## src/rtl/mips_pkg.sv

```systemverilog
// Shared definitions for the fetch stage.
//   state_t            : fetch FSM states (BOOT, RUN, HALT)
//   CAUSE_*            : fault cause encodings reported on fault_cause
//   IMM_W / JIDX_W     : instruction immediate and jump-index field widths
package mips_pkg;

  typedef enum logic [1:0] {
    BOOT = 2'd0,
    RUN  = 2'd1,
    HALT = 2'd2
  } state_t;

  localparam logic [1:0] CAUSE_NONE     = 2'b00;
  localparam logic [1:0] CAUSE_MISALIGN = 2'b01;
  localparam logic [1:0] CAUSE_RANGE    = 2'b10;

  localparam int unsigned IMM_W  = 16;
  localparam int unsigned JIDX_W = 26;

endpackage

```

## src/rtl/next_pc_sel.sv

```systemverilog
// Next-PC priority mux and target arithmetic (combinational).
// Ports:
//   pc_plus4      in  32  sequential successor of the current pc
//   jump_reg      in  1   select jr_target (highest priority)
//   jr_target     in  32  register jump byte address
//   jump          in  1   select the J-type target
//   jump_index    in  26  J-type target field
//   branch_taken  in  1   select the PC-relative branch target
//   branch_offset in  16  signed word offset
//   target        out 32  selected next pc
//   misalign      out 1   target[1:0] is non-zero
//   range_err     out 1   target word address is outside the instruction memory
module next_pc_sel
  import mips_pkg::*;
#(
  parameter int unsigned IMEM_WORDS = 16
) (
  input  logic [31:0]       pc_plus4,
  input  logic              jump_reg,
  input  logic [31:0]       jr_target,
  input  logic              jump,
  input  logic [JIDX_W-1:0] jump_index,
  input  logic              branch_taken,
  input  logic [IMM_W-1:0]  branch_offset,
  output logic [31:0]       target,
  output logic              misalign,
  output logic              range_err
);

  logic [31:0] branch_disp;

  // Sign-extend the word offset, then scale to bytes.
  assign branch_disp = {{(32-IMM_W-2){branch_offset[IMM_W-1]}}, branch_offset, 2'b00};

  always_comb begin
    target = pc_plus4;
    if (jump_reg)
      target = jr_target;
    else if (jump)
      target = {pc_plus4[31:28], jump_index, 2'b00};
    else if (branch_taken)
      target = pc_plus4 + branch_disp;
  end

  assign misalign  = (target[1:0] != 2'b00);
  assign range_err = ({2'b00, target[31:2]} >= 32'(IMEM_WORDS));

endmodule

```

## src/rtl/pc_fetch.sv

```systemverilog
// Program counter and fetch control.
// Holds the architectural PC, sequences BOOT/RUN/HALT, applies the next-PC
// selection with alignment/range checking, captures the first fault and
// counts fetched instructions.
// Ports:
//   clk, rst (async, active-high)
//   stall, branch_taken/branch_offset, jump/jump_index, jump_reg/jr_target, halt_req : controls
//   pc, pc_plus4      : current pc and its sequential successor
//   fetch_valid       : instruction at pc executes this cycle
//   fault, fault_cause, fault_pc : sticky first-fault record
//   inst_count        : fetched instruction counter (wraps)
//   halted            : FSM is in HALT
module pc_fetch
  import mips_pkg::*;
#(
  parameter logic [31:0] RESET_VECTOR = 32'h0000_0000,
  parameter logic [31:0] TRAP_VECTOR  = 32'h0000_0020,
  parameter int unsigned IMEM_WORDS   = 16
) (
  input  logic              clk,
  input  logic              rst,
  input  logic              stall,
  input  logic              branch_taken,
  input  logic [IMM_W-1:0]  branch_offset,
  input  logic              jump,
  input  logic [JIDX_W-1:0] jump_index,
  input  logic              jump_reg,
  input  logic [31:0]       jr_target,
  input  logic              halt_req,
  output logic [31:0]       pc,
  output logic [31:0]       pc_plus4,
  output logic              fetch_valid,
  output logic              fault,
  output logic [1:0]        fault_cause,
  output logic [31:0]       fault_pc,
  output logic [31:0]       inst_count,
  output logic              halted
);

  state_t      state, next_state;
  logic        advance;
  logic [31:0] target;
  logic        misalign, range_err;

  assign pc_plus4 = pc + 32'd4;

  next_pc_sel #(
    .IMEM_WORDS (IMEM_WORDS)
  ) u_sel (
    .pc_plus4      (pc_plus4),
    .jump_reg      (jump_reg),
    .jr_target     (jr_target),
    .jump          (jump),
    .jump_index    (jump_index),
    .branch_taken  (branch_taken),
    .branch_offset (branch_offset),
    .target        (target),
    .misalign      (misalign),
    .range_err     (range_err)
  );

  always_ff @(posedge clk or posedge rst) begin
    if (rst) state <= BOOT;
    else     state <= next_state;
  end

  always_comb begin
    next_state  = state;
    fetch_valid = 1'b0;
    advance     = 1'b0;
    halted      = 1'b0;
    case (state)
      BOOT: next_state = RUN;
      RUN: begin
        fetch_valid = !stall;
        if (halt_req)   next_state = HALT;
        else if (!stall) advance = 1'b1;
      end
      HALT: halted = 1'b1;
      default: next_state = BOOT;
    endcase
  end

  always_ff @(posedge clk or posedge rst) begin
    if (rst) begin
      pc          <= RESET_VECTOR;
      fault       <= 1'b0;
      fault_cause <= CAUSE_NONE;
      fault_pc    <= '0;
    end else if (advance) begin
      if (misalign || range_err) begin
        pc <= TRAP_VECTOR;
        // Only the first fault is recorded; misalignment outranks range.
        if (!fault) begin
          fault       <= 1'b1;
          fault_cause <= misalign ? CAUSE_MISALIGN : CAUSE_RANGE;
          fault_pc    <= pc;
        end
      end else begin
        pc <= target;
      end
    end
  end

  always_ff @(posedge clk or posedge rst) begin
    if (rst)              inst_count <= '0;
    else if (fetch_valid) inst_count <= inst_count + 32'd1;
  end

endmodule

```

## config.mk

```make
export PLATFORM = sky130hd
export DESIGN_NAME = pc_fetch
export DESIGN_NICKNAME = d
export VERILOG_FILES = /design/src/rtl/mips_pkg.sv /design/src/rtl/next_pc_sel.sv /design/src/rtl/pc_fetch.sv
export SDC_FILE = /design/constraint.sdc
export NUM_CORES = 1
export LEC_CHECK = 0
export CAP_MARGIN = 20
export CORE_MARGIN = 3
export CORE_UTILIZATION = 45
export CTS_BUF_LIST = sky130_fd_sc_hd__clkbuf_8
export DETAILED_ROUTE_END_ITERATION = 7
export GPL_ROUTABILITY_DRIVEN = 0
export PLACE_DENSITY = 0.79
export SETUP_SLACK_MARGIN = 0.02
export SLEW_MARGIN = 20
export SYNTH_ARGS = -nofsm -noshare
export SYNTH_HDL_FRONTEND = slang
export SYNTH_HIERARCHICAL = 1
export SYNTH_SLANG_ARGS = --single-unit
```

## constraint.sdc

```tcl
create_clock -name clk -period 5.1 [get_ports clk]
set_clock_uncertainty 0.15 [all_clocks]
set_input_delay 1.275 -clock clk [delete_from_list [all_inputs] [get_ports clk]]
set_output_delay 1.275 -clock clk [all_outputs]
set_load 0.005 [all_outputs]
```

==> metrics.txt, run 1 <==
run status=finished with violations; violations in the final reports=setup timing; type of the tightest min-delay check=flip-flop to flip-flop; Max stage delay on crit path=between 500 and 600 ps; Root Buffer=sky130_fd_sc_hd__clkbuf_8; layout cell share with drive strength beyond 1=roughly 28%; register bit count reported by yosys=101; gate count of the mapped netlist=around 900; total half-perimeter wirelength after legalization and detailed placement=approximately 22,000 um; Clock Power Share=a little under a quarter; fraction of post-synthesis cell area in the top cell type by area=33.3%; Routed met2 length=14,700 um; final number of setup-violating endpoints=about 50; power density normalized to cell area=163 mW/mm^2; final critical-path share of the clock period=103%; final cell area excluding filler cells=around 0.012 mm^2; sum of buffers and inverters on the critical path=3; Max clock buf depth=2; count of distinct cell types in the synthesized netlist=77; global-route usage over all layers=29.2%; commonest cells after routing, fill and taps aside=sky130_fd_sc_hd__buf_4, sky130_fd_sc_hd__clkdlybuf4s50_1, sky130_fd_sc_hd__nand2_1; maximum number of pins on one net before global-route repair=67; starting density of the core=46.9%; category of the critical setup timing path=flip-flop to flip-flop; proportion of power drawn by flip-flops and latches=44.6%; post-DR wirelength/cell=between 20 and 25 um; most area-consuming cells after synthesis=sky130_fd_sc_hd__dfrtp_1, sky130_fd_sc_hd__nand2_1, sky130_fd_sc_hd__xnor2_1, sky130_fd_sc_hd__ha_1, sky130_fd_sc_hd__mux2_2; first-pass GRT wire length=between 40,000 and 50,000 um; P_sw=about 0.6 mW; dominant synthesized flop cell=sky130_fd_sc_hd__dfrtp_1; number of enable flip-flop cells after synthesis=0; final core utilization=approximately three quarters; level count of the clock H-tree=3; Comb pwr share=32.7%; number of top-level pins=214; number of nets produced by synthesis=1,016; synthesized area per cell=between 8 and 9 um^2; number of global-route vias before repair=8,298; transition time of the tightest slew-check pin=between 1000 and 1500 ps; WP data required=around 5200 ps; net switching fraction of the power=30.7%; Power Internal=1.38 mW; post-route non-filler standard cell count=approximately 1,500; count of routing violations after the opening detailed-route iteration=about 1,100; die width=around 140 um; critical path fanouts, max=6; total placed instance area=approximately 0.011 mm^2; CP delay by family, top=simple AND/OR/NAND/NOR gates; Detail Route Antenna Nets=0; number of vias per cell=a little over 6; Top Metal Used=met4; max-slew violation total from the final report=0; sequential area share after synthesis=approximately 33%; initial antenna violation count=0; Synth async-reset ratio=100%; library cell with the largest summed area after synthesis=sky130_fd_sc_hd__dfrtp_1; cells traversed along the worst timing path=and4_4 > nand4_1 > buf_4 > nor3_2 > xnor2_2 > ha_1 > nand4_1 > or4b_4 > o22ai_4 > o311ai_4 > o21a_1 > o211ai_1 > o211ai_2 > xnor2_2 > o21ai_2 > nand2b_4 > nor2_4 > nor3_4 > buf_6 > clkbuf_16 > mux2_2; critical-path cell with the highest stage delay=sky130_fd_sc_hd__or4b_4; DRC errors left=0; placeable core region=between 0.015 and 0.02 mm^2; Routed Wire Length=between 30,000 and 40,000 um; total of warnings raised by yosys=6; leftover overflow at the end of global routing=0; relative max-transition margin=between 30% and 40%; data arrival time of the critical path=5340 ps; number of placed instances, taps included=1,466; die span in y=136 um; WL met1=11,600 um; worst skew pair latency=between 300 and 400 ps; final net count=1,407; category of the worst setup path capture point=flip-flop; min setup slack post-route=-141 ps; critical path startpoint category=flip-flop; TritonCTS clock tree=built; DR vias=between 9,000 and 10,000; most common library cell in the layout ignoring fill and taps=sky130_fd_sc_hd__buf_4; Final Hold Viols=0; clock-pin slew of the registers on the worst-case setup and hold paths=around 90 ps; TritonCTS sink count=101; met3 wirelength from detailed routing=roughly 3500 um; maximum achievable frequency=0.191 GHz; total clock buffers created by CTS=9; total power of the final layout=around 2.0 mW; Netlist Area Pre-Place=approximately 0.0076 mm^2; number of port buffers=~210; time the final worst path needs with I/O delays and setup=around 5200 ps; maximum ir drop on the vdd rail=between 0.2 and 0.25 mV; detailed-router iteration count before antenna repair=6; floorplan die area=around 0.018 mm^2; placement row count=46; total leakage power=around 5.4 nW; reported max-cap violation count=0; number of diodes=0; relative area change from synthesis to final layout=61.1%
[synthesized netlist by cell type, drive strengths merged, types with 12 or more instances]
library cell,count
nor4,17
nand4,26
mux2,34
nand2,131
a21oi,50
o21ai,64
ha,31
o21a,12
xor2,21
nor2,52
xnor2,48
nand3,34
buf,19
dfrtp,101
inv,27
nor3,28
clkbuf,35
o22ai,17
[worst register-to-register path, stage by stage, from the launching register on]
cell and delay [ps]:
sky130_fd_sc_hd__dfrtp_1 380, sky130_fd_sc_hd__and4_4 270, sky130_fd_sc_hd__nand4_1 210, sky130_fd_sc_hd__buf_4 230
sky130_fd_sc_hd__nor3_2 160, sky130_fd_sc_hd__xnor2_2 150, sky130_fd_sc_hd__ha_1 340, sky130_fd_sc_hd__nand4_1 130
sky130_fd_sc_hd__or4b_4 560, sky130_fd_sc_hd__o22ai_4 230, sky130_fd_sc_hd__o311ai_4 150, sky130_fd_sc_hd__o21a_1 250
sky130_fd_sc_hd__o211ai_1 270, sky130_fd_sc_hd__o211ai_2 170, sky130_fd_sc_hd__xnor2_2 190, sky130_fd_sc_hd__o21ai_2 170
sky130_fd_sc_hd__nand2b_4 170, sky130_fd_sc_hd__nor2_4 50, sky130_fd_sc_hd__nor3_4 230, sky130_fd_sc_hd__buf_6 190
sky130_fd_sc_hd__clkbuf_16 160, sky130_fd_sc_hd__mux2_2 330
[metal layers]
metal	up-vias	track usage, %
li1	4044	-
met1	4309	38.0
met2	662	48.5
met3	139	7.48
met4	0	8.01
met5	-	0
[state kept, by name, summed over array words and instances (netlist names)]
signal	flops
state	2
fault_cause	2
inst_count	32
pc	32
fault	1
fault_pc	32
[per-stage QoR]
stage / TNS (ps) / hold WS [ps] / setup slack [ps]
floorplan: 0 / 291 / 26.3
global placement: -34380 / 321 / -570
detailed placement: -36740 / 315 / -604
CTS: 0 / 335 / 23.5
global route: -14000 / 364 / -279
finish: -4130 / 339 / -141
[cell families after synthesis]
family | Yosys count | synth area share (%)
AO/OA/AOI/OAI | 222 | 18.8
buffers and inverters | 81 | 4.77
XOR/XNOR | 69 | 7.97
flip-flops | 101 | 33.3
multiplexers | 42 | 6.10
AND/OR/NAND/NOR | 356 | 23.7
adder cells (fa/ha/maj) | 32 | 5.38
[power groups by stage]
stage               Sequential (mW)  Clock, mW  Combinational [mW]
floorplan                     0.903          0               0.263
detailed placement            0.903          0               0.577
global route                  0.898      0.494               0.695
global placement              0.903          0               0.568
finish                        0.889      0.453               0.653
CTS                           0.889      0.463               0.584
[final timing paths]
check,startpoint,cells after the start,to,slack (ps)
worst max-delay path,pc[7],21,fault_pc[25],-140
worst min-delay path,inst_count[31],1,inst_count[31],340
worst max register to register,pc[7],21,fault_pc[25],-140
worst min register to register,inst_count[31],1,inst_count[31],340
max in group asynchronous,rst,3,inst_count[24],2860
min in group asynchronous,rst,2,inst_count[22],1060
[final cells by class]
class                           instances  area (um^2)
Fill cell                            1106         3950
Tap cell                              216          270
Multi-Input combinational cell        721         5240
Timing Repair Buffer                  434         3910
Clock inverter                          3         13.8
Inverter                               27          104
Sequential cell                       101         2530
Clock buffer                           11          151
[timing repair]
| action | CTS | global route |
|---|---|---|
| hold buffers | 0 | 0 |
| resized for setup | 11 | 100 |
| setup endpoints to repair | 66 | 67 |
| buffers inserted | 3 | 26 |
| cloned | 0 | 4 |
| pin swaps | 3 | 51 |
(Power assumes the default switching activity.)
==> inputs of run 2 (changes only) <==
- PLACE_DENSITY: 0.79 -> 0.8
- SYNTH_HIERARCHICAL: 1 -> default
==> metrics.txt, run 2 <==
type of the tightest min-delay check=flip-flop to flip-flop; maximum number of pins on one net before global-route repair=91 (+36%); Final Hold Viols=0 (unchanged); sequential area share after synthesis=35.1% (+1.8 points); Max clock buf depth=2 (unchanged); largest registers=fault_pc: 32 flops, inst_count: 32 flops, pc: 32 flops; TritonCTS sink count=101 (unchanged); critical path fanouts, max=20 (+14); WL met1=10,300 um (-11%); Detail Route Antenna Nets=0 (unchanged); time the final worst path needs with I/O delays and setup=4920 ps (-318 ps); fraction of post-synthesis cell area in the top cell type by area=35.1% (+1.8 points); Commonest cells post-synth=sky130_fd_sc_hd__dfrtp_1, sky130_fd_sc_hd__nand2_1, sky130_fd_sc_hd__nor2_1, sky130_fd_sc_hd__xnor2_1, sky130_fd_sc_hd__a21oi_1; worst skew pair latency=360 ps (about the same); maximum achievable frequency=0.203 GHz (+6.5%); TritonCTS clock tree=built; number of port buffers=213 (unchanged); synthesized area per cell=9.02 um^2 (+7.3%); adder and majority gate portion of the synthesized area=6.02% (+0.64 points); register bit count reported by yosys=101 (unchanged); number of top-level pins=214 (unchanged); cts hold-fix bufs=0 (unchanged); clock-pin slew of the registers on the worst-case setup and hold paths=90 ps (about the same); leading cell type by number of instances after synthesis=sky130_fd_sc_hd__dfrtp_1; category of the worst setup path capture point=flip-flop; post-route non-filler standard cell count=1,311 (-13%); leftover overflow at the end of global routing=0 (unchanged); die span in y=132 um (-2.5%); initial antenna violation count=0 (unchanged); dominant combinational cell family by area after synthesis=simple AND/OR/NAND/NOR gates; number of enable flip-flop cells after synthesis=0 (unchanged); count of distinct cell types in the synthesized netlist=70 (-9.1%); relative area change from synthesis to final layout=47.0%; Routed met2 length=11,300 um (-23%); cell depth of the worst min-delay path=1 (unchanged); data arrival time of the critical path=5010 ps (-330 ps); met3 wirelength from detailed routing=2300 um (-35%); Root Buffer=sky130_fd_sc_hd__clkbuf_8; multiplexer share of the synthesized area=6.61% (+0.50 points); dominant synthesized flop cell=sky130_fd_sc_hd__dfrtp_1; Top Metal Used=met4; floorplan die area=0.0175 mm^2 (-4.9%); Simple-Gate Fraction of Synth Area=22.4% (-1.3 points); placeable core region=0.0154 mm^2 (-4.6%); DR vias=7,635 (-17%); most common library cell in the layout ignoring fill and taps=sky130_fd_sc_hd__clkdlybuf4s50_1; reported max-cap violation count=0 (unchanged); commonest cells after routing, fill and taps aside=sky130_fd_sc_hd__clkdlybuf4s50_1, sky130_fd_sc_hd__buf_4, sky130_fd_sc_hd__dfrtp_1; number of diodes=0 (unchanged); global-route usage over all layers=27.1% (-2.1 points); number of placed instances, taps included=1,293 (-12%); maximum ir drop on the vdd rail=0.295 mV (+19%); library cell with the largest summed area after synthesis=sky130_fd_sc_hd__dfrtp_1; area fraction in compound gates after synthesis=17.2% (-1.5 points); die width=132 um (-2.5%); WP data required=5190 ps (about the same); Routed Wire Length=24,700 um (-20%); run status=finished clean; number of global-route vias before repair=7,398 (-11%); max-slew violation total from the final report=0 (unchanged); critical path startpoint category=flip-flop; number of vias per cell=5.82 (-3.7%); Synth async-reset ratio=100% (unchanged); total clock buffers created by CTS=9 (unchanged); final net count=1,210 (-14%); total leakage power=4.62 nW (-14%); gate count of the mapped netlist=798 (-12%); total half-perimeter wirelength after legalization and detailed placement=19,700 um (-9.3%); final critical-path share of the clock period=96.5% (-6.2 points); DRC errors left=0 (unchanged); count of routing violations after the opening detailed-route iteration=803 (-29%); detailed-router iteration count before antenna repair=5 (-1); first-pass GRT wire length=38,800 um (-10%); category of the critical setup timing path=flip-flop to flip-flop; post-DR wirelength/cell=18.9 um (-7.9%); transition time of the tightest slew-check pin=759 ps (-280 ps); starting density of the core=46.6% (-0.26 points); placement row count=45 (-2.2%); worst slack on hold paths=332 ps (-7.04 ps); level count of the clock H-tree=3 (unchanged); total of warnings raised by yosys=0 (-6); power density normalized to cell area=182 mW/mm^2 (+12%); final number of setup-violating endpoints=0 (-100%); most area-consuming cells after synthesis=sky130_fd_sc_hd__dfrtp_1, sky130_fd_sc_hd__xnor2_1, sky130_fd_sc_hd__ha_1, sky130_fd_sc_hd__mux2_1, sky130_fd_sc_hd__nand2_1; Netlist Area Pre-Place=0.00720 mm^2 (-5.1%); number of nets produced by synthesis=913 (-10%); layout cell share with drive strength beyond 1=14.9% (-13 points); Worst Reg2Reg Path Length in Cells=18 (-14%); parity-gate share of the synthesized area counting xor and xnor cells=9.13% (+1.2 points); relative max-transition margin=49.4% (+19 points)
## run 2: changes by cell type after synthesis, moves of 6 or more
cell                       previous run  this run
sky130_fd_sc_hd__nor3_1              27        18
sky130_fd_sc_hd__o221ai_1             1         7
sky130_fd_sc_hd__o22ai_1             16         4
sky130_fd_sc_hd__mux2_2              33         3
sky130_fd_sc_hd__nand2b_1             9         3
sky130_fd_sc_hd__o21a_1              12         6
sky130_fd_sc_hd__inv_1               25        12
sky130_fd_sc_hd__nand2_1            131        67
sky130_fd_sc_hd__o21ai_0             58        27
sky130_fd_sc_hd__nor2b_1              5        31
sky130_fd_sc_hd__mux2_1               1        33
## run 2: layer usage
layer,track usage [%],up-vias
li1,-,3550
met1,36.1,3638
met2,43.4,385
met3,5.86,62
met4,10.5,0
met5,0,-
## run 2: area by class of cell
type                    count  area, um^2
clock buffers              10         138
inverters                  13        53.8
clock inverters             6        38.8
multi-input cells         640        4510
repair buffers            330        3050
flip-flops and latches    101        2530
well taps                 211         264
fillers                  1243        4850
## run 2: where the power goes
group	internal [mW]	switching (mW)
Combinational	0.311	0.239
Clock	0.189	0.268
Sequential	0.862	0.0600
Total	1.36	0.566
## run 2: per-stage QoR
step | total power [mW] | util (%) | worst slack, ps | cell area, um^2 | TNS (ps)
final | 1.93 | 68.6 | 177 | 10600 | 0
after global routing | 2.02 | 68.6 | -16.8 | 10600 | -19.3
after CTS | 1.93 | 67.9 | 33.8 | 10500 | 0
after detailed placement | 1.47 | 66.8 | -383 | 10300 | -11990
after global placement | 1.47 | 66.8 | -219 | 10300 | -6810
after floorplan | 1.16 | - | 420 | 7200 | 0
## run 2: cell families (layout without fill, tap and decap cells)
group | after synthesis | in the layout
AOI/OAI and AO/OA | 183 | 183
xor gates and xnor gates | 75 | 75
adders and majority gates | 34 | 34
buffers and inverters | 57 | 359
DFF | 101 | 101
muxes | 43 | 43
and+or+nand+nor | 305 | 305
## run 2: repair_timing
item                       CTS  global route
gates resized for setup      0            16
buffers inserted             0             2
setup endpoints to repair    0            35
## run 2: path summary, 6_finish.rpt
check	from	to	slack, ps
max	pc[2]	fault_pc[14]	180
min	state[1]	state[0]	330
max reg2reg	pc[2]	fault_pc[14]	180
min reg2reg	state[1]	state[0]	330
max in group asynchronous	rst	fault_pc[26]	2830
min in group asynchronous	rst	inst_count[13]	1300
## run 2: worst max-delay path: stages, from the launching register on
cell                       delay, ps
sky130_fd_sc_hd__dfrtp_1         440
sky130_fd_sc_hd__ha_1            270
sky130_fd_sc_hd__nand4_1         190
sky130_fd_sc_hd__buf_4           200
sky130_fd_sc_hd__nor3_2          170
sky130_fd_sc_hd__xor2_2          330
sky130_fd_sc_hd__ha_1            250
sky130_fd_sc_hd__nand2_1         120
sky130_fd_sc_hd__o21a_1          240
sky130_fd_sc_hd__o21a_1          120
sky130_fd_sc_hd__a21o_1          230
sky130_fd_sc_hd__a211oi_2        280
sky130_fd_sc_hd__mux2_2          370
sky130_fd_sc_hd__a311oi_1        410
sky130_fd_sc_hd__and4_4          310
sky130_fd_sc_hd__nand2_2          90
sky130_fd_sc_hd__nand3b_4        110
sky130_fd_sc_hd__buf_12          170
sky130_fd_sc_hd__mux2_1          340
